===== src/rtl/regfile_write_sequencer.sv =====
// Write-side sequencer for the 32x32 register file: arbitrates ALU/load
// writebacks into an in-order FIFO and retires one register write per cycle.
//
// Ports:
//   clk, rst                      clock (rising edge), async active-high reset
//   alu_valid/alu_rd/alu_data     ALU writeback request, alu_ready handshake
//   ld_valid/ld_rd/ld_data        load writeback request, ld_ready handshake
//   rs, rt                        hazard query indices
//   rs_pending, rt_pending        write to rs/rt queued or being retired
//   rd, writedata, regwrite       registered register-file write port
//   count, full, empty            FIFO occupancy status
module regfile_write_sequencer #(
  parameter int DEPTH  = 4,
  parameter int DATA_W = 32,
  parameter int ADDR_W = 5
) (
  input  logic                     clk,
  input  logic                     rst,
  input  logic                     alu_valid,
  input  logic [ADDR_W-1:0]        alu_rd,
  input  logic [DATA_W-1:0]        alu_data,
  output logic                     alu_ready,
  input  logic                     ld_valid,
  input  logic [ADDR_W-1:0]        ld_rd,
  input  logic [DATA_W-1:0]        ld_data,
  output logic                     ld_ready,
  input  logic [ADDR_W-1:0]        rs,
  input  logic [ADDR_W-1:0]        rt,
  output logic                     rs_pending,
  output logic                     rt_pending,
  output logic [ADDR_W-1:0]        rd,
  output logic [DATA_W-1:0]        writedata,
  output logic                     regwrite,
  output logic [$clog2(DEPTH):0]   count,
  output logic                     full,
  output logic                     empty
);

  localparam int PW = $clog2(DEPTH);
  localparam int CW = PW + 1;

  logic [ADDR_W-1:0] r_q_rd   [DEPTH];
  logic [DATA_W-1:0] r_q_data [DEPTH];
  logic [PW-1:0]     r_wptr;
  logic [PW-1:0]     r_rptr;
  logic [CW-1:0]     r_count;
  logic [ADDR_W-1:0] r_rd;
  logic [DATA_W-1:0] r_wdata;
  logic              r_we;

  logic              w_full;
  logic              w_empty;
  logic              w_acc_alu;
  logic              w_acc_ld;
  logic              w_push;
  logic              w_pop;
  logic [ADDR_W-1:0] w_in_rd;
  logic [DATA_W-1:0] w_in_data;
  logic [DEPTH-1:0]  w_rs_q;
  logic [DEPTH-1:0]  w_rt_q;

  assign w_full  = (r_count == CW'(DEPTH));
  assign w_empty = (r_count == '0);

  // ALU has fixed priority; a load is only offered ready when no ALU
  // request is present, so at most one request is taken per cycle.
  assign alu_ready = !w_full;
  assign ld_ready  = !w_full && !alu_valid;

  assign w_acc_alu = alu_valid && alu_ready;
  assign w_acc_ld  = ld_valid && ld_ready;

  assign w_in_rd   = w_acc_alu ? alu_rd : ld_rd;
  assign w_in_data = w_acc_alu ? alu_data : ld_data;

  // Writes to r0 complete the handshake but never enter the queue.
  assign w_push = (w_acc_alu || w_acc_ld) && (w_in_rd != '0);
  assign w_pop  = !w_empty;

  always_ff @(posedge clk) begin
    if (w_push) begin
      r_q_rd[r_wptr]   <= w_in_rd;
      r_q_data[r_wptr] <= w_in_data;
    end
  end

  always_ff @(posedge clk or posedge rst) begin
    if (rst) begin
      r_wptr  <= '0;
      r_rptr  <= '0;
      r_count <= '0;
      r_rd    <= '0;
      r_wdata <= '0;
      r_we    <= 1'b0;
    end else begin
      if (w_push) begin
        r_wptr <= r_wptr + 1'b1;
      end
      if (w_pop) begin
        r_rptr  <= r_rptr + 1'b1;
        r_rd    <= r_q_rd[r_rptr];
        r_wdata <= r_q_data[r_rptr];
        r_we    <= 1'b1;
      end else begin
        r_we    <= 1'b0;
      end
      r_count <= r_count + CW'(w_push) - CW'(w_pop);
    end
  end

  // An entry is live when its distance from the read pointer (mod DEPTH)
  // is below the occupancy.
  for (genvar g = 0; g < DEPTH; g++) begin : g_ent
    logic [PW-1:0] w_off;
    logic          w_live;
    assign w_off     = PW'(g) - r_rptr;
    assign w_live    = ({1'b0, w_off} < r_count);
    assign w_rs_q[g] = w_live && (r_q_rd[g] == rs);
    assign w_rt_q[g] = w_live && (r_q_rd[g] == rt);
  end

  assign rs_pending = (rs != '0) &&
                      ((|w_rs_q) || (r_we && (r_rd == rs)));
  assign rt_pending = (rt != '0) &&
                      ((|w_rt_q) || (r_we && (r_rd == rt)));

  assign rd        = r_rd;
  assign writedata = r_wdata;
  assign regwrite  = r_we;
  assign count     = r_count;
  assign full      = w_full;
  assign empty     = w_empty;

endmodule

===== config.mk =====
export PLATFORM = sky130hd
export DESIGN_NAME = regfile_write_sequencer
export DESIGN_NICKNAME = d
export VERILOG_FILES = /design/src/rtl/regfile_write_sequencer.sv
export SDC_FILE = /design/constraint.sdc
export NUM_CORES = 1
export LEC_CHECK = 0
export CORE_MARGIN = 2
export CORE_UTILIZATION = 58
export DETAILED_ROUTE_END_ITERATION = 16
export PLACE_DENSITY = 0.85
export SLEW_MARGIN = 20
export SYNTH_ARGS = -nofsm -noshare
export SYNTH_HDL_FRONTEND = slang
export SYNTH_SLANG_ARGS = --single-unit

===== constraint.sdc =====
create_clock -name clk -period 7.35 [get_ports clk]
set_input_delay 1.8375 -clock clk [delete_from_list [all_inputs] [get_ports clk]]
set_output_delay 1.8375 -clock clk [all_outputs]
set_load 0.1 [all_outputs]

# [After elaboration in Yosys (flattened, before gate mapping)]
# Memory sizes are Yosys's and may differ from the RTL's. A register that Yosys moved wholly into a read port is not among the register bits.
# Cells that the tools add are included.
[totals] regBits=8 mem_bits_rw=148 mem_count=2
[classes] add_sub_neg=8 n_lt_le_gt_ge=4 eq_ne=11 n_mux=5 reduce_logical=30
[mem_list] name="r_q_data" words=4 word_bits=32 read_ports=1 rd_clocked_by_memory_dff=1 wr=1 line="43" text="logic [DATA_W-1:0] r_q_data [DEPTH];"
[mem_list] name="r_q_rd" words=4 word_bits=5 read_ports=5 rd_clocked_by_memory_dff=1 wr=1 line="42" text="logic [ADDR_W-1:0] r_q_rd [DEPTH];"
[op_table] op="equality test 5 bit" n=10
[op_table] op="2-to-1 mux 32 bit" n=1
[op_table] op="logical AND 1 bit" n=16
[op_table] op="nonzero test 5 bit" n=3
[op_table] op="< comparator 2 x 3 -> 1 bit" n=4
[op_table] op="OR reduction 4 bit" n=2
[op_table] op="zero test 1 bit" n=5
[op_table] op="2-to-1 mux 5 bit" n=1
[op_table] op="adder 2 x 1 -> 2 bit, second input constant" n=2
[op_table] op="subtractor 1 x 2 -> 2 bit, first input constant" n=2
[op_table] op="subtractor 2 bit, first input constant" n=2
[op_table] op="adder 3 x 1 -> 3 bit" n=1
[op_table] op="equality test 3 bit, second input constant" n=1
[op_table] op="zero test 3 bit" n=1
[op_table] op="logical OR 1 bit" n=3
[op_table] op="2-to-1 mux 1 bit" n=3
[op_table] op="subtractor 3 x 1 -> 3 bit" n=1

# [Logic depth before layout (Yosys ltp)]
# Gate-level depths: netlist of run 1.
[depth] depth_word=8 ltp_mapped=12

# [Least setup slack after synthesis of run 1]
# OpenSTA, ideal clock, no wires.
[synth_path] kind="reg2out" from="register r_count[1], in the netlist count[1]" to="output ld_ready" t_arrival_ps=3440 required_time_ps=5512 path_slack_ps=2072 stages_incl_launch_ff=4 cell_sequence="dfrtp_1 > or3_4 > inv_1 > nor2_1"
[synth_between] elab_chain_cells=3
[synth_lines] element="start, declared" line="46" text="logic [CW-1:0] r_count;"
[synth_lines] element="start signal, assigned" line="107" text="r_count <= r_count + CW'(w_push) - CW'(w_pop);"
[synth_lines] element="equality test 3 bit" line="62" text="assign w_full = (r_count == CW'(DEPTH));"
[synth_lines] element="zero test 1 bit"
[synth_lines] element="net alu_ready" line="22" text="output logic alu_ready,"
[synth_lines] element="logical AND 1 bit" line="68" text="assign ld_ready = !w_full && !alu_valid;"
[synth_lines] element="end, declared" line="26" text="output logic ld_ready,"
# The timed path passes the listed nets, and every way through them passes these cells.

# [Worst setup path in the final report of run 1]
[layout_path] from="register r_count[1], in the netlist count[1]" to="output empty"
[layout_between] elab_chain_cells=1
[layout_lines] element="zero test 3 bit" line="63" text="assign w_empty = (r_count == '0);"
[layout_lines] element="end, declared" line="36" text="output logic empty"
# No other way between the ends.

==> metrics.txt, run 1 <==
run status complete, no violations; TritonCTS clock tree built; Multi-input gate area 2760 um2; largest net degree at the start of global routing 46; reg2reg setup slack 4.50 ns; storage element area 5570 um2; die area 15800 um2; minimum clock period 5.71 ns; top-count cell post-synth edfxtp_1; register area share after synthesis 65.0%; number of antenna diodes 0; Mean Syn Cell Area 15.8 um2; Max Clk Rate 175 MHz; die width 126 um; part of the power in registers 36.1%; Final Setup Violations 0; pre-CTS setup slack 1.83 ns; CTS Root Cell clkbuf_16; Worst setup EP type primary output; final period utilization 77.7%; Reg2Reg Capture Point count[2]; Port Buffer Count 134; total track usage 23.1%; Max clock buf depth 2; post-cts hold buffer count 0; final worst setup slack 1.64 ns; Setup CP Type reg2out; Cell Pwr Density 493 nW/um2; Hold WC Path Type reg2reg; Resize count post-CTS 0; crit path max fanout 41; Final Util 72.6%; RSZ-0062 raised after global routing no; Post-Route Skew 0.0106 ns; DR vias 4844; Mapped Nets 640; crit path DAT 3.87 ns; Slew headroom 29.2%; Hold Path Stages 2; hold slack 0.462 ns; Post-CTS Setup Inserts 0; DP Wirelength 10600 um; Core Box Area 14500 um2; cts bufs inserted 17; Synth warnings 0; Top FF cell, synth edfxtp_1; Area Overhead vs Synth 22.7%; nets 763; Synth top cells by count edfxtp_1 (148), nand2_1 (113), dfrtp_1 (45), mux4_2 (37), xnor2_1 (31); Cell Int Power 2.89 mW; Sw Share 44.2%; row count 44; Critical Path RT 5.51 ns; later-pin clock latency in the skew report 0.43 ns; Post-synth EDFFs 148; max-cap violations 0; top-level I/O count 135; synthesized instance count 541; min-delay src writedata[22]; Pre-antenna DRT Iters 4; DRC 0; vias in the first global route 5231; Post-Route WL 17400 um; vias per cell 5.63; count of different cell masters after synthesis 36; Synth area leader edfxtp_1; R2R cell count 8; clk slew on worst S/H paths 0.07 ns; combinational share of power 47.3%; Worst VDD drop 0.305 mV; Worst setup SP type flop; drt wl/cell 20.2 um; synthesis-stage register bit count 193; switching power 2.29 mW; max-slew violations 0; Reg2Reg Launch Point count[1]; Final ANT Viol Nets 0; Synth area leaders edfxtp_1 (52%), dfrtp_1 (13%), mux4_2 (9.7%), mux2_4 (5.3%), nand2_1 (4.9%); Sink Count 193; Iteration-0 DRC Markers 319; initial antenna violation count 0; async set-reset flop share out of synthesis 23.3%; fill cell count 915; final hold violations 0; routability congestion estimate from global placement 0.874; Worst-Margin Slew 1.06 ns; Lkg Pwr 3.96 nW; first-pass GRT wire length 27400 um; Clock Power Share 16.6%; Setup TNS 0 ns; H-Tree Depth 4; post-synth top area share 51.8%; Cell Area, Synth 8570 um2; total gr overflow 0; share of cells above drive strength 1 17.9%; Die Ht 126 um; worst hold endpoint writedata[22]; Initial Util 59.2%
-- stage by stage --
step	power, mW	area, um2	instances
finish	5.18	10500	861
global route	5.43	10500	861
CTS	5.22	10500	861
detailed placement	4.35	9960	829
global placement	4.27	9960	829
floorplan	3.74	8570	541
-- per-layer routing --
metal  GRT usage, %  part of all wire (%)  vias up
met1           28.4                    40     2449
met5              0                     0        -
met4           8.56                   1.2        0
met3           5.05                   5.0       19
li1               -                     -     2214
met2           40.4                    54      162
-- worst max-delay path, stage by stage (launching register included) --
cell             delay, ns
dfrtp_1               0.45
or3_2                 0.91
inv_2                 0.78
clkdlybuf4s50_1       1.28
-- kinds of logic (layout without fill, tap and decap cells) --
group	Yosys count	in the layout	synth area share, %
buffers and inverters	45	181	2.90
DFF	193	193	65.0
xor gates and xnor gates	56	56	5.72
adders and majority gates	11	11	1.69
AOI/OAI and AO/OA	13	13	1.20
muxes	74	74	15.9
and+or+nand+nor	149	149	7.60
-- area by class of cell --
cell class | instances | area share (%)
well taps | 184 | 2.19
clock inverters | 13 | 1.07
repair buffers | 135 | 12.8
inverters | 14 | 0.512
flip-flops and latches | 193 | 53.0
clock buffers | 19 | 4.21
multi-input cells | 303 | 26.2
-- power groups by stage --
| stage | logic [mW] | clock network (mW) | registers, mW |
|---|---|---|---|
| finish | 2.45 | 0.863 | 1.87 |
| global route | 2.59 | 0.923 | 1.91 |
| CTS | 2.47 | 0.876 | 1.87 |
| detailed placement | 2.46 | 0 | 1.89 |
| global placement | 2.41 | 0 | 1.86 |
| floorplan | 1.11 | 0 | 2.63 |
-- registers in the layout, summed over array words and instances (netlist names) --
signal	cells
rd	5
writedata	32
count	3
regwrite	1
r_q_data	128
r_rptr	2
r_q_rd	20
r_wptr	2
-- cell usage in the layout, fill, tap and decap left out, drive strengths merged --
| master | Yosys | routed |
|---|---|---|
| o22a | 2 | 2 |
| fa | 1 | 1 |
| clkdlybuf4s50 | 0 | 132 |
| bufinv | 0 | 1 |
| or3 | 4 | 4 |
| buf | 29 | 3 |
| or4 | 3 | 3 |
| a22o | 1 | 1 |
| nand3 | 10 | 10 |
| o21a | 2 | 2 |
| clkinvlp | 0 | 2 |
| xnor2 | 31 | 31 |
| clkinv | 0 | 10 |
| and2 | 4 | 4 |
| o21ai | 2 | 2 |
| o41ai | 2 | 2 |
| clkbuf | 2 | 19 |
| a221oi | 1 | 1 |
| a21oi | 2 | 2 |
| xor2 | 25 | 25 |
| nor2 | 3 | 3 |
| nor2b | 1 | 1 |
| dfrtp | 45 | 45 |
| inv | 14 | 14 |
| ha | 10 | 10 |
| nand2 | 114 | 114 |
| mux4 | 37 | 37 |
| nand2b | 1 | 1 |
| nor4 | 9 | 9 |
| mux2 | 37 | 37 |
| a21boi | 1 | 1 |
| edfxtp | 148 | 148 |
-- how the worst max path moves through the flow --
stage,from,endpoint,slack [ns],depth (start not counted)
5_1_grt,count[1],empty,1.46,3
6_report,count[1],empty,1.64,3
2_1_floorplan,count[1],ld_ready,2.07,3
3_5_place_dp,rs[2],rs_pending,1.83,7
3_3_place_gp,alu_valid,ld_ready,1.86,3
4_1_cts,count[1],empty,1.57,3
(Power assumes the default switching activity.)
==> run 2, diff against run 1 <==
--- a/config.mk
+++ b/config.mk
@@ -6,9 +6,9 @@
 export NUM_CORES = 1
 export LEC_CHECK = 0
 export CORE_MARGIN = 2
-export CORE_UTILIZATION = 58
+export CORE_UTILIZATION = 49
 export DETAILED_ROUTE_END_ITERATION = 16
-export PLACE_DENSITY = 0.85
+export PLACE_DENSITY = 0.77
 export SLEW_MARGIN = 20
 export SYNTH_ARGS = -nofsm -noshare
 export SYNTH_HDL_FRONTEND = slang
==> constraint.sdc (replaced) <==
create_clock -name clk -period 4.8 [get_ports clk]
set_input_delay 1.2 -clock clk [delete_from_list [all_inputs] [get_ports clk]]
set_output_delay 1.2 -clock clk [all_outputs]
set_load 0.1 [all_outputs]
==> run 2 against run 1 <==
Cell area up 1.7%. Largest cell class unchanged. Count of clock-buffer cells in the layout unchanged. Global-route usage decreased by 3.2 points. Wire length fell by 0.26%. Combinational power increased by 58%. Clock power rose by 59%.
==> metrics.txt, run 2 (synthesis results as in run 1) <==
DRC 0 (unchanged); switching power 3.50 mW (was 2.29 mW); Initial Util 49.9% (was 59.2%); part of the power in registers 34.7% (was 36.1%); max reg flops 128 (unchanged); Clock Power Share 17.0% (was 16.6%); Slew headroom 29.0% (was 29.2%); Worst setup SP type primary input (was flop); Cell Pwr Density 751 nW/um2 (was 493 nW/um2); combinational share of power 48.2% (was 47.3%); most frequent cells in the layout edfxtp_1 (148), clkdlybuf4s50_1 (130), nand2_1 (113) (was edfxtp_1 (148), clkdlybuf4s50_1 (132), nand2_1 (113)); CP max stage cell clkdlybuf4s50_1 (unchanged); first-pass GRT wire length 27200 um (was 27400 um); run status complete, no violations (unchanged); RSZ-0062 raised after global routing no (unchanged); cts bufs inserted 17 (unchanged); Setup CP Type in2out (was reg2out); most common cell after layout, fill and taps aside edfxtp_1 (unchanged); Resize count post-CTS 0 (unchanged); Post-CTS Setup Inserts 0 (unchanged); top-level I/O count 135 (unchanged); Buf/Inv on CP 2 (unchanged); fill cell count 1282 (was 915); CP peak stage delay 0.58 ns (was 1.28 ns); Area Overhead vs Synth 24.8% (was 22.7%); crit path max fanout 6 (was 41); Top reg by flops r_q_data (unchanged); die width 136 um (was 126 um); routability congestion estimate from global placement 0.867 (was 0.874); Setup TNS 0 ns (unchanged); Worst-Margin Slew 1.06 ns (about the same); die area 18600 um2 (was 15800 um2); later-pin clock latency in the skew report 0.42 ns (was 0.43 ns); number of antenna diodes 0 (unchanged); Post-Route WL 17300 um (was 17400 um); Lkg Pwr 4.04 nW (was 3.96 nW); minimum clock period 4.15 ns; share of cells above drive strength 1 19.2% (was 17.9%); Max Clk Rate 241 MHz; vias per cell 5.23 (was 5.63); TritonCTS clock tree built (unchanged); max-slew violations 0 (unchanged); family with the most delay on the worst path buffers and inverters (unchanged); CP cell instances clkdlybuf4s50_1, xor2_1, nor4_1, nand3_1, o41ai_1, o22a_1, buf_12 (was or3_2, inv_2, clkdlybuf4s50_1); crit path DAT 2.95 ns (was 3.87 ns); Core Box Area 17200 um2 (was 14500 um2); Iteration-0 DRC Markers 271 (was 319); post-cts hold buffer count 0 (unchanged); Max clock buf depth 2 (unchanged); reg2reg setup slack 2.01 ns (was 4.50 ns); max-cap violations 0 (unchanged); Final ANT Viol Nets 0 (unchanged); Final Setup Violations 0 (unchanged); total gr overflow 0 (unchanged); Critical Path RT 3.60 ns (was 5.51 ns); clk slew on worst S/H paths 0.07 ns (about the same); drt wl/cell 19.0 um (was 20.2 um); DP Wirelength 11900 um (was 10600 um); final period utilization 86.4%; Worst setup EP type primary output (unchanged); nets 773 (was 763); Worst VDD drop 0.497 mV (was 0.305 mV); DR vias 4773 (was 4844); pre-CTS setup slack 0.671 ns (was 1.83 ns); row count 48 (was 44); Cell Int Power 4.54 mW (was 2.89 mW); Post-Route Skew 0.00760 ns (was 0.0106 ns); total track usage 19.9% (was 23.1%); CTS Root Cell clkbuf_16 (unchanged); initial antenna violation count 0 (unchanged); Hold WC Path Type reg2reg (unchanged); Die Ht 136 um (was 126 um); vias in the first global route 5084 (was 5231); largest net degree at the start of global routing 43 (was 46); H-Tree Depth 4 (unchanged); final worst setup slack 0.655 ns (was 1.64 ns); Port Buffer Count 134 (unchanged); Sw Share 43.5% (was 44.2%); Pre-antenna DRT Iters 5 (was 4); final hold violations 0 (unchanged); Sink Count 193 (unchanged)
run 2: through the flow:
| step | total power [mW] | area (um2) | utilization (%) | hold slack (ns) | cells |
|---|---|---|---|---|---|
| 2_1_floorplan | 5.72 | 8570 | - | 0.580 | 541 |
| 3_3_place_gp | 6.67 | 10100 | 58.9 | 0.449 | 880 |
| 3_5_place_dp | 6.76 | 10100 | 58.9 | 0.456 | 880 |
| 4_1_cts | 8.14 | 10700 | 62.3 | 0.472 | 912 |
| 5_1_grt | 8.44 | 10700 | 62.3 | 0.493 | 912 |
| 6_report | 8.03 | 10700 | 62.3 | 0.466 | 912 |
run 2: area by class of cell:
type                       instances  area (um2)  area share, %
clock buffer                      19         443           4.14
timing repair buffer             145        1450           13.6
clock inverter                    13         131           1.23
multi-input combinational        303        2760           25.8
tap                              225         282           2.63
inverter                          14        52.6          0.491
sequential                       193        5580           52.1
run 2: final timing paths:
check                              start             to  cells past startpoint
max                                rt[2]     rt_pending                      7
min                        writedata[25]  writedata[25]                      2
max reg2reg                     count[1]       count[2]                      8
min reg2reg                writedata[25]  writedata[25]                      2
max in group asynchronous            rst      r_rptr[0]                      3
min in group asynchronous            rst   writedata[7]                      2
run 2: worst reg2reg max path: stages, from the launching register on:
cell,delay [ns]
dfrtp_1,0.46
or3_2,0.91
ha_1,0.44
inv_1,0.05
ha_1,0.13
inv_1,0.05
fa_1,0.37
xnor2_1,0.14
xnor2_1,0.13
run 2: power groups by stage:
stage | sequential, mW | combinational [mW] | clock (mW)
after global routing | 2.85 | 4.13 | 1.46
after CTS | 2.80 | 3.95 | 1.39
after detailed placement | 2.83 | 3.93 | 0
final | 2.79 | 3.88 | 1.37
after floorplan | 4.02 | 1.70 | 0
after global placement | 2.80 | 3.87 | 0
run 2: metal layers:
layer	global-route usage, %	vias to the layer above	share of wire, %
met3	4.33	11	5.9
met4	5.32	0	0.76
met1	25.4	2393	41
met2	34.6	136	52
met5	0	-	0
li1	-	2233	-
==> run 3, diff against run 2 <==
--- a/config.mk
+++ b/config.mk
@@ -6,9 +6,9 @@
 export NUM_CORES = 1
 export LEC_CHECK = 0
 export CORE_MARGIN = 2
-export CORE_UTILIZATION = 49
+export CORE_UTILIZATION = 45
 export DETAILED_ROUTE_END_ITERATION = 16
-export PLACE_DENSITY = 0.77
+export PLACE_DENSITY = 0.71
 export SLEW_MARGIN = 20
 export SYNTH_ARGS = -nofsm -noshare
 export SYNTH_HDL_FRONTEND = slang
==> run 3 against run 2 <==
Register-to-register slack lost 0.06 ns. Global-route usage fell by 1.5 points. Sequential share of layout area rose by 0.17 points. Sequential power about the same. Via count increased by 0.88%. Highest routed layer unchanged.
==> metrics.txt, run 3 (synthesis results as in run 1) <==
later-pin clock latency in the skew report 0.42 ns (about the same); Cell Pwr Density 746 nW/um2 (was 751 nW/um2); Sw Share 44.3% (was 43.5%); largest net degree at the start of global routing 46 (was 43); part of the power in registers 35.0% (was 34.7%); Worst setup SP type primary input (unchanged); cell total after placement 885 (was 880); most common cell after layout, fill and taps aside edfxtp_1 (unchanged); Worst-Margin Slew 1.05 ns (was 1.06 ns); met2 wire length 9230 um (was 9050 um); drt wl/cell 19.0 um (about the same); DRC 0 (unchanged); routability congestion estimate from global placement 0.853 (was 0.867); TritonCTS clock tree built (unchanged); Pre-antenna DRT Iters 4 (was 5); Hold WC Path Type reg2reg (unchanged); Setup CP Type in2out (unchanged); Cell Int Power 4.43 mW (was 4.54 mW); vias in the first global route 5173 (was 5084); total track usage 18.4% (was 19.9%); row count 50 (was 48); nets 769 (was 773); Max Clk Rate 235 MHz (was 241 MHz); Setup TNS 0 ns (unchanged); Lkg Pwr 4.00 nW (was 4.04 nW); run status complete, no violations (unchanged); Post-Route WL 17400 um (was 17300 um); final period utilization 88.5% (was 86.4%); Post-Route Skew 0.00957 ns (was 0.00760 ns); Worst setup EP type primary output (unchanged); non-filler cells, final 917 (was 912); cts bufs inserted 17 (unchanged); Die Ht 142 um (was 136 um); share of cells above drive strength 1 18.9% (was 19.2%); first-pass GRT wire length 27700 um (was 27200 um); RSZ-0062 raised after global routing no (unchanged); initial antenna violation count 0 (unchanged); total gr overflow 0 (unchanged); Clock Power Share 15.8% (was 17.0%); minimum clock period 4.25 ns (was 4.15 ns); Initial Util 45.8% (was 49.9%); Resize count post-CTS 0 (unchanged); fill cell count 1444 (was 1282); max-slew violations 0 (unchanged); Final ANT Viol Nets 0 (unchanged); Sink Count 193 (unchanged); final hold violations 0 (unchanged); Top Metal Used met4 (unchanged); H-Tree Depth 4 (unchanged); met3 WL 811 um (was 1020 um); clk slew on worst S/H paths 0.07 ns (about the same); Area Overhead vs Synth 24.4% (was 24.8%); Metal-1 WL 7110 um (was 7150 um); die area 20200 um2 (was 18600 um2); CTS Root Cell clkbuf_16 (unchanged); Top reg by flops r_q_data (unchanged); Final Setup Violations 0 (unchanged); vias per cell 5.25 (was 5.23); placed cell area 10100 um2 (about the same); max-cap violations 0 (unchanged); top-level I/O count 135 (unchanged); Worst VDD drop 0.518 mV (was 0.497 mV); Power Total 7.95 mW (was 8.03 mW); Slew headroom 29.8% (was 29.0%); post-cts hold buffer count 0 (unchanged); switching power 3.52 mW (was 3.50 mW); Critical Path RT 3.60 ns (about the same); die width 142 um (was 136 um); DR vias 4815 (was 4773); design area 10700 um2 (about the same); Port Buffer Count 134 (unchanged); Iteration-0 DRC Markers 218 (was 271); most frequent cells in the layout edfxtp_1 (148), clkdlybuf4s50_1 (130), nand2_1 (113) (unchanged); combinational share of power 49.2% (was 48.2%); crit path DAT 3.05 ns (was 2.95 ns); number of antenna diodes 0 (unchanged); Max clock buf depth 2 (unchanged); max reg flops 128 (unchanged); Post-CTS Setup Inserts 0 (unchanged); DP Wirelength 11400 um (was 11900 um); Core Box Area 18700 um2 (was 17200 um2); crit path max fanout 6 (unchanged)
## run 3: cell count changes in the layout (fill, tap and decap cells not counted), sizes merged
cell	delta
inv	-3
clkinvlp	+2
bufinv	-2
clkinv	+3
buf	-4
## run 3: layer usage
metal | up-vias | track usage, %
met2 | 163 | 33.0
met4 | 0 | 6.79
li1 | 2226 | -
met5 | - | 0
met3 | 26 | 3.60
met1 | 2400 | 22.2
## run 3: area by class of cell
class / instances / area (um2) / area share (%)
Clock inverter: 13 / 87.6 / 0.822
Inverter: 14 / 53.8 / 0.505
Clock buffer: 19 / 433 / 4.06
Timing Repair Buffer: 141 / 1460 / 13.7
Sequential cell: 193 / 5580 / 52.3
Multi-Input combinational cell: 303 / 2760 / 25.9
Tap cell: 234 / 293 / 2.75
## run 3: worst paths after layout
kind / startpoint / end / slack [ns] / cells after the start
min: writedata[18] / writedata[18] / 0.47 / 2
min reg2reg: writedata[18] / writedata[18] / 0.47 / 2
min in group asynchronous: rst / writedata[22] / 1.26 / 2
max: rs[1] / rs_pending / 0.55 / 6
max reg2reg: count[1] / count[2] / 1.95 / 8
max in group asynchronous: rst / r_rptr[0] / 2.92 / 2
## run 3: power by group through the flow
stage | clock network (mW) | registers, mW | logic, mW
detailed placement | 0 | 2.82 | 3.95
CTS | 1.28 | 2.79 | 3.98
finish | 1.26 | 2.78 | 3.91
floorplan | 0 | 4.02 | 1.70
global placement | 0 | 2.78 | 3.88
global route | 1.36 | 2.85 | 4.17
## run 3: stage by stage
| step | hold slack [ns] | setup WS [ns] | utilization, % |
|---|---|---|---|
| after floorplan | 0.580 | 0.160 | - |
| after global placement | 0.451 | 0.701 | 54.2 |
| after detailed placement | 0.458 | 0.565 | 54.2 |
| after CTS | 0.476 | 0.552 | 57.0 |
| after global routing | 0.487 | 0.436 | 57.0 |
| final | 0.468 | 0.552 | 57.0 |
## run 3: worst max-delay path: stages
cell	delay, ns
clkdlybuf4s50_1	0.68
xnor2_1	0.17
nand3_1	0.11
o41ai_1	0.44
o22a_1	0.27
buf_12	0.18
==> RTL edit 1 (flow settings as in run 2) <==
Set the parameter `ADDR_W` to 3 (it was 5).
--- a/src/rtl/regfile_write_sequencer.sv
+++ b/src/rtl/regfile_write_sequencer.sv
@@ -12,7 +12,7 @@
 module regfile_write_sequencer #(
   parameter int DEPTH  = 4,
   parameter int DATA_W = 32,
-  parameter int ADDR_W = 5
+  parameter int ADDR_W = 3
 ) (
   input  logic                     clk,
   input  logic                     rst,
Ports: changed (5 resized); port bits go from 135 to 125. The function was not compared with the original's and may differ.
==> RTL edit 1 against run 2 <==
Register-to-register slack improved by 0.12 ns. Global-route usage fell by 1.6 points. Final cell count is 16% lower. Non-clock buffer count fell by 15. Largest cell class unchanged. Sequential cell count is 10 lower. Worst setup slack better by 0.11 ns. Synthesized area is 7.5% lower. Routed wire length decreased by 14%. Worst hold slack better by 0.045 ns. Design area is 7.3% lower.
Power is not shown: default switching activity piles up to over one toggle a cycle in this logic, so the estimate is an artifact.
==> RTL edit 1: results (changes against run 2) <==
| Metric | Value |
|---|---|
| HPWL after DPL | `9390 um (-21%)` |
| Cts repair resizes | `0 (unchanged)` |
| CP delay by family, top | `buffers and inverters` |
| Drt pass-1 iters | `4 (-1)` |
| Seq/Total Area, Yosys | `66.6% (+1.6 points)` |
| Max reg flops | `128 (unchanged)` |
| Critical path's slowest cell | `clkdlybuf4s50_1` |
| Clk root buf | `clkbuf_16` |
| First-pass GRT wire length | `24000 um (-12%)` |
| Count of cell types in the netlist | `30 (-17%)` |
| Worst-path maximum fanout | `6 (unchanged)` |
| CTS H-tree depth | `4 (unchanged)` |
| Drc violations | `0 (unchanged)` |
| Starting DRT DRC Count | `244 (-10%)` |
| Status | `complete, no violations` |
| Routability cong. | `0.801 (-7.7%)` |
| Syn_nets | `500 (-22%)` |
| Max_slew headroom | `34.4% (+5.4 points)` |
| Clk_lat worst skew | `0.42 ns (about the same)` |
| Top cells by area, synth | `edfxtp_1 53%, dfrtp_1 14%, mux4_1 8.3%, mux2_2 7.5%, xnor2_1 3.9%` |
| Final wirelength | `14900 um (-14%)` |
| Synth top cells by count | `140 x edfxtp_1, 53 x mux2_2, 43 x dfrtp_1` |
| Worst-path clk slew | `0.06 ns` |
| Maximum number of pins on one net before global-route repair | `44 (+2.3%)` |
| Number of I/O port buffers | `124 (-7.5%)` |
| CTS Buffer Depth | `2 (unchanged)` |
| Synth Warn # | `0 (unchanged)` |
| Synth async-reset ratio | `23.5% (+0.18 points)` |
| Final Max Tran Viols | `0 (unchanged)` |
| Largest reg by FF count | `r_q_data` |
| Layout cells sized above 1 | `23.9% (+4.7 points)` |
| Min-delay worst type | `flop to flop` |
| Synth Flop Type | `edfxtp_1` |
| Number of global-route vias before repair | `4478 (-12%)` |
| Initial antenna violation count | `0 (unchanged)` |
| Max Cap Viol | `0 (unchanged)` |
| Total Routing Usage GR | `18.3% (-1.6 points)` |
| Largest stage delay on the critical path | `0.66 ns (+0.08 ns)` |
| Nets | `626 (-19%)` |
| CTS buffer count | `17 (unchanged)` |
| Number of enable-type register cells in the synthesized netlist | `140 (-5.4%)` |
| Via count | `4088 (-14%)` |
| WP data arrival | `2.83 ns (-0.12 ns)` |
| Number of diodes | `0 (unchanged)` |
| Post-CTS Repair Setup Buffers | `0 (unchanged)` |
| Clk_skew | `0.00910 ns (+0.00149 ns)` |
RTL edit 1: path summary, 6_finish.rpt:
kind	from	end	slack, ns	cells past startpoint
max	rs[2]	rs_pending	0.77	6
min	writedata[11]	writedata[11]	0.51	1
max reg2reg	count[2]	count[2]	2.13	8
min reg2reg	writedata[11]	writedata[11]	0.51	1
max in group asynchronous	rst	r_rptr[1]	2.98	2
min in group asynchronous	rst	writedata[22]	1.26	2
RTL edit 1: kinds of logic (layout without fill, tap and decap cells):
kind of cell | count (synthesis) | count (layout) | share of synthesized area, %
fa+ha+maj | 11 | 11 | 1.83
simple gates | 23 | 23 | 1.61
xor+xnor | 36 | 36 | 3.98
buf+inv | 35 | 174 | 2.62
flops | 183 | 183 | 66.6
mux | 105 | 105 | 21.9
compound gates | 16 | 16 | 1.45
RTL edit 1: stage by stage:
step                      cells  area (sq um)  worst slack, ns
final                       764          9910            0.766
after global routing        764          9910            0.615
after CTS                   764          9910            0.745
after detailed placement    732          9350            0.778
after global placement      732          9350            0.808
after floorplan             409          7930          0.00577
RTL edit 1: routing by layer:
layer  vias to the layer above  wire [um]  GRT usage [%]  share of wire (%)
li1                       1865          -              -                  -
met3                        27        759           4.09                5.1
met5                         -          0              0                  0
met4                         0        359           7.97                2.4
met1                      2052       6260           23.3                 42
met2                       144       7470           30.5                 50
RTL edit 1: layout make-up:
type	count	area [sq um]
Clock inverter	14	125
Sequential cell	183	5280
Fill cell	1106	5920
Inverter	12	46.3
Timing Repair Buffer	130	1300
Clock buffer	18	429
Tap cell	216	270
Multi-Input combinational cell	191	2450
==> RTL edit 2 (flow settings as in run 2) <==
Made on the original files. Make the reset (`rst`) synchronous in one clocked block. Comments in the files are not updated.
--- a/src/rtl/regfile_write_sequencer.sv
+++ b/src/rtl/regfile_write_sequencer.sv
@@ -84,7 +84,7 @@
     end
   end
 
-  always_ff @(posedge clk or posedge rst) begin
+  always_ff @(posedge clk) begin
     if (rst) begin
       r_wptr  <= '0;
       r_rptr  <= '0;
Function: differs if rst is asserted again (counterexample within 4 cycles, from zero or initial values and one cycle with rst high); with rst held inactive, the same outputs for 10 cycles.
==> RTL edit 2 against run 2 <==
Total power down 9.0%. Sequential power down 7.9%. Design area down 2.5%. Synthesized area down 3.2%. Sequential cell count unchanged. Routed wire length up 4.9%. Worst setup slack worse by 0.042 ns.
==> RTL edit 2: results (changes against run 2) <==
| Metric | Value |
|---|---|
| Starting DRT DRC Count | `288 (+6.3%)` |
| Maximum number of pins on one net before global-route repair | `46 (+7.0%)` |
| Critical path's slowest cell | `or3_2` |
| Synth async-reset ratio | `0% (-23 points)` |
| Min-delay worst type | `flop to flop` |
| Met3 Wirelength | `964 um (-5.0%)` |
| Post-synthesis xor/xnor area fraction | `5.81% (+0.086 points)` |
| WL met1 | `7530 um (+5.4%)` |
| Post-CTS Repair Setup Buffers | `0 (unchanged)` |
| Highest routed metal layer | `met4` |
| Number of global-route vias before repair | `5300 (+4.2%)` |
| Peak supply drop | `0.415 mV (-17%)` |
| Compound-cell area share of the yosys netlist | `3.11% (+1.9 points)` |
| Worst R2R Setup Slack | `1.89 ns (-0.12 ns)` |
| HPWL after DPL | `11800 um (-0.35%)` |
| Count of cell types in the netlist | `41 (+14%)` |
| Worst-path maximum fanout | `41 (+35)` |
| Synth top cells by count | `148 x edfxtp_1, 76 x nand2_1, 45 x dfxtp_1` |
| Cell leakage power | `3.55 nW (-12%)` |
| Drt pass-1 iters | `4 (-1)` |
| CTS Buffer Depth | `2 (unchanged)` |
| Clk_lat worst skew | `0.43 ns` |
| Mux share of post-synthesis cell area | `15.2% (-0.70 points)` |
| Layout cells sized above 1 | `19.0% (-0.20 points)` |
| Status | `complete, no violations` |
| Seq/Total Area, Yosys | `64.4% (-0.54 points)` |
| Clk_skew | `0.00844 ns (+0.000840 ns)` |
| Vias per Instance | `5.44 (+3.9%)` |
| Largest stage delay on the critical path | `0.93 ns (+0.35 ns)` |
| Routability cong. | `0.844 (-2.7%)` |
| Syn_nets | `652 (+1.9%)` |
| Top cells by area, synth | `edfxtp_1 54%, dfxtp_1 11%, mux4_2 10%, mux2_2 5.0%, nand2_1 3.4%` |
| Fillers | `1236 (-3.6%)` |
| First-pass GRT wire length | `29000 um (+6.8%)` |
| Total Routing Usage GR | `21.7% (+1.8 points)` |
| Synth Area in Adders | `1.75% (+0.057 points)` |
| Final wirelength | `18200 um (+4.9%)` |
| Hold_ws | `0.455 ns (-0.0108 ns)` |
| Routed wl met2 | `9500 um (+5.0%)` |
| Nets | `775 (+0.26%)` |
| Multi-input gate area | `2720 sq um (-1.3%)` |
| WP data arrival | `2.99 ns (+0.04 ns)` |
| Cell area after placement | `9840 sq um (-2.8%)` |
| Slew of the pin with the lowest slew margin | `1.01 ns (-0.0500 ns)` |
-- RTL edit 2: changes by cell type in the layout (fill, tap and decap cells not counted), sizes merged, moves of 3 or more --
cell / run 2 / this run
dfrtp: 45 / 0
a21oi: 2 / 40
nor2: 3 / 10
dfxtp: 0 / 45
buf: 15 / 11
nand2: 114 / 77
nand3: 10 / 6
nor3: 0 / 3
-- RTL edit 2: final timing paths --
check                                     end          start  cells past startpoint
worst min-delay path            writedata[17]  writedata[17]                      2
worst min register to register  writedata[17]  writedata[17]                      2
worst max register to register       count[2]       count[1]                      9
worst max-delay path                    empty       count[1]                      3
-- RTL edit 2: layout make-up --
type	instances	share of cell area, %
clock buffers	18	4.12
clock inverters	14	1.48
inverters	12	0.432
multi-input cells	312	26.1
flip-flops and latches	193	51.3
well taps	220	2.64
repair buffers	140	13.9
-- RTL edit 2: metal layers --
layer  up-vias  GRT usage, %
met5         -             0
met4         0          7.08
met3        16          4.16
met2       166          37.9
met1      2480          27.6
li1       2283             -
-- RTL edit 2: stage by stage --
| step | setup slack [ns] | instances |
|---|---|---|
| global route | 0.453 | 909 |
| floorplan | 0.194 | 553 |
| finish | 0.613 | 909 |
| detailed placement | 0.634 | 877 |
| CTS | 0.591 | 909 |
| global placement | 0.646 | 877 |
-- RTL edit 2: cells by family after synthesis --
logic type	count (synthesis)
buffers and inverters	48
xor gates and xnor gates	55
muxes	75
AOI/OAI and AO/OA	47
DFF	193
adders and majority gates	11
and+or+nand+nor	124
-- RTL edit 2: where the power goes --
part	switching (mW)	internal (mW)	leakage, nW
sequential	0.240	2.33	1.74
combinational	2.28	1.08	1.52
clock	0.614	0.776	0.283
-- RTL edit 2: critical path: cells and delay by family, from the launching register on --
family	cells	cell delay (ns)
buf+inv	2	1.23
simple gates	1	0.93
flops	1	0.38
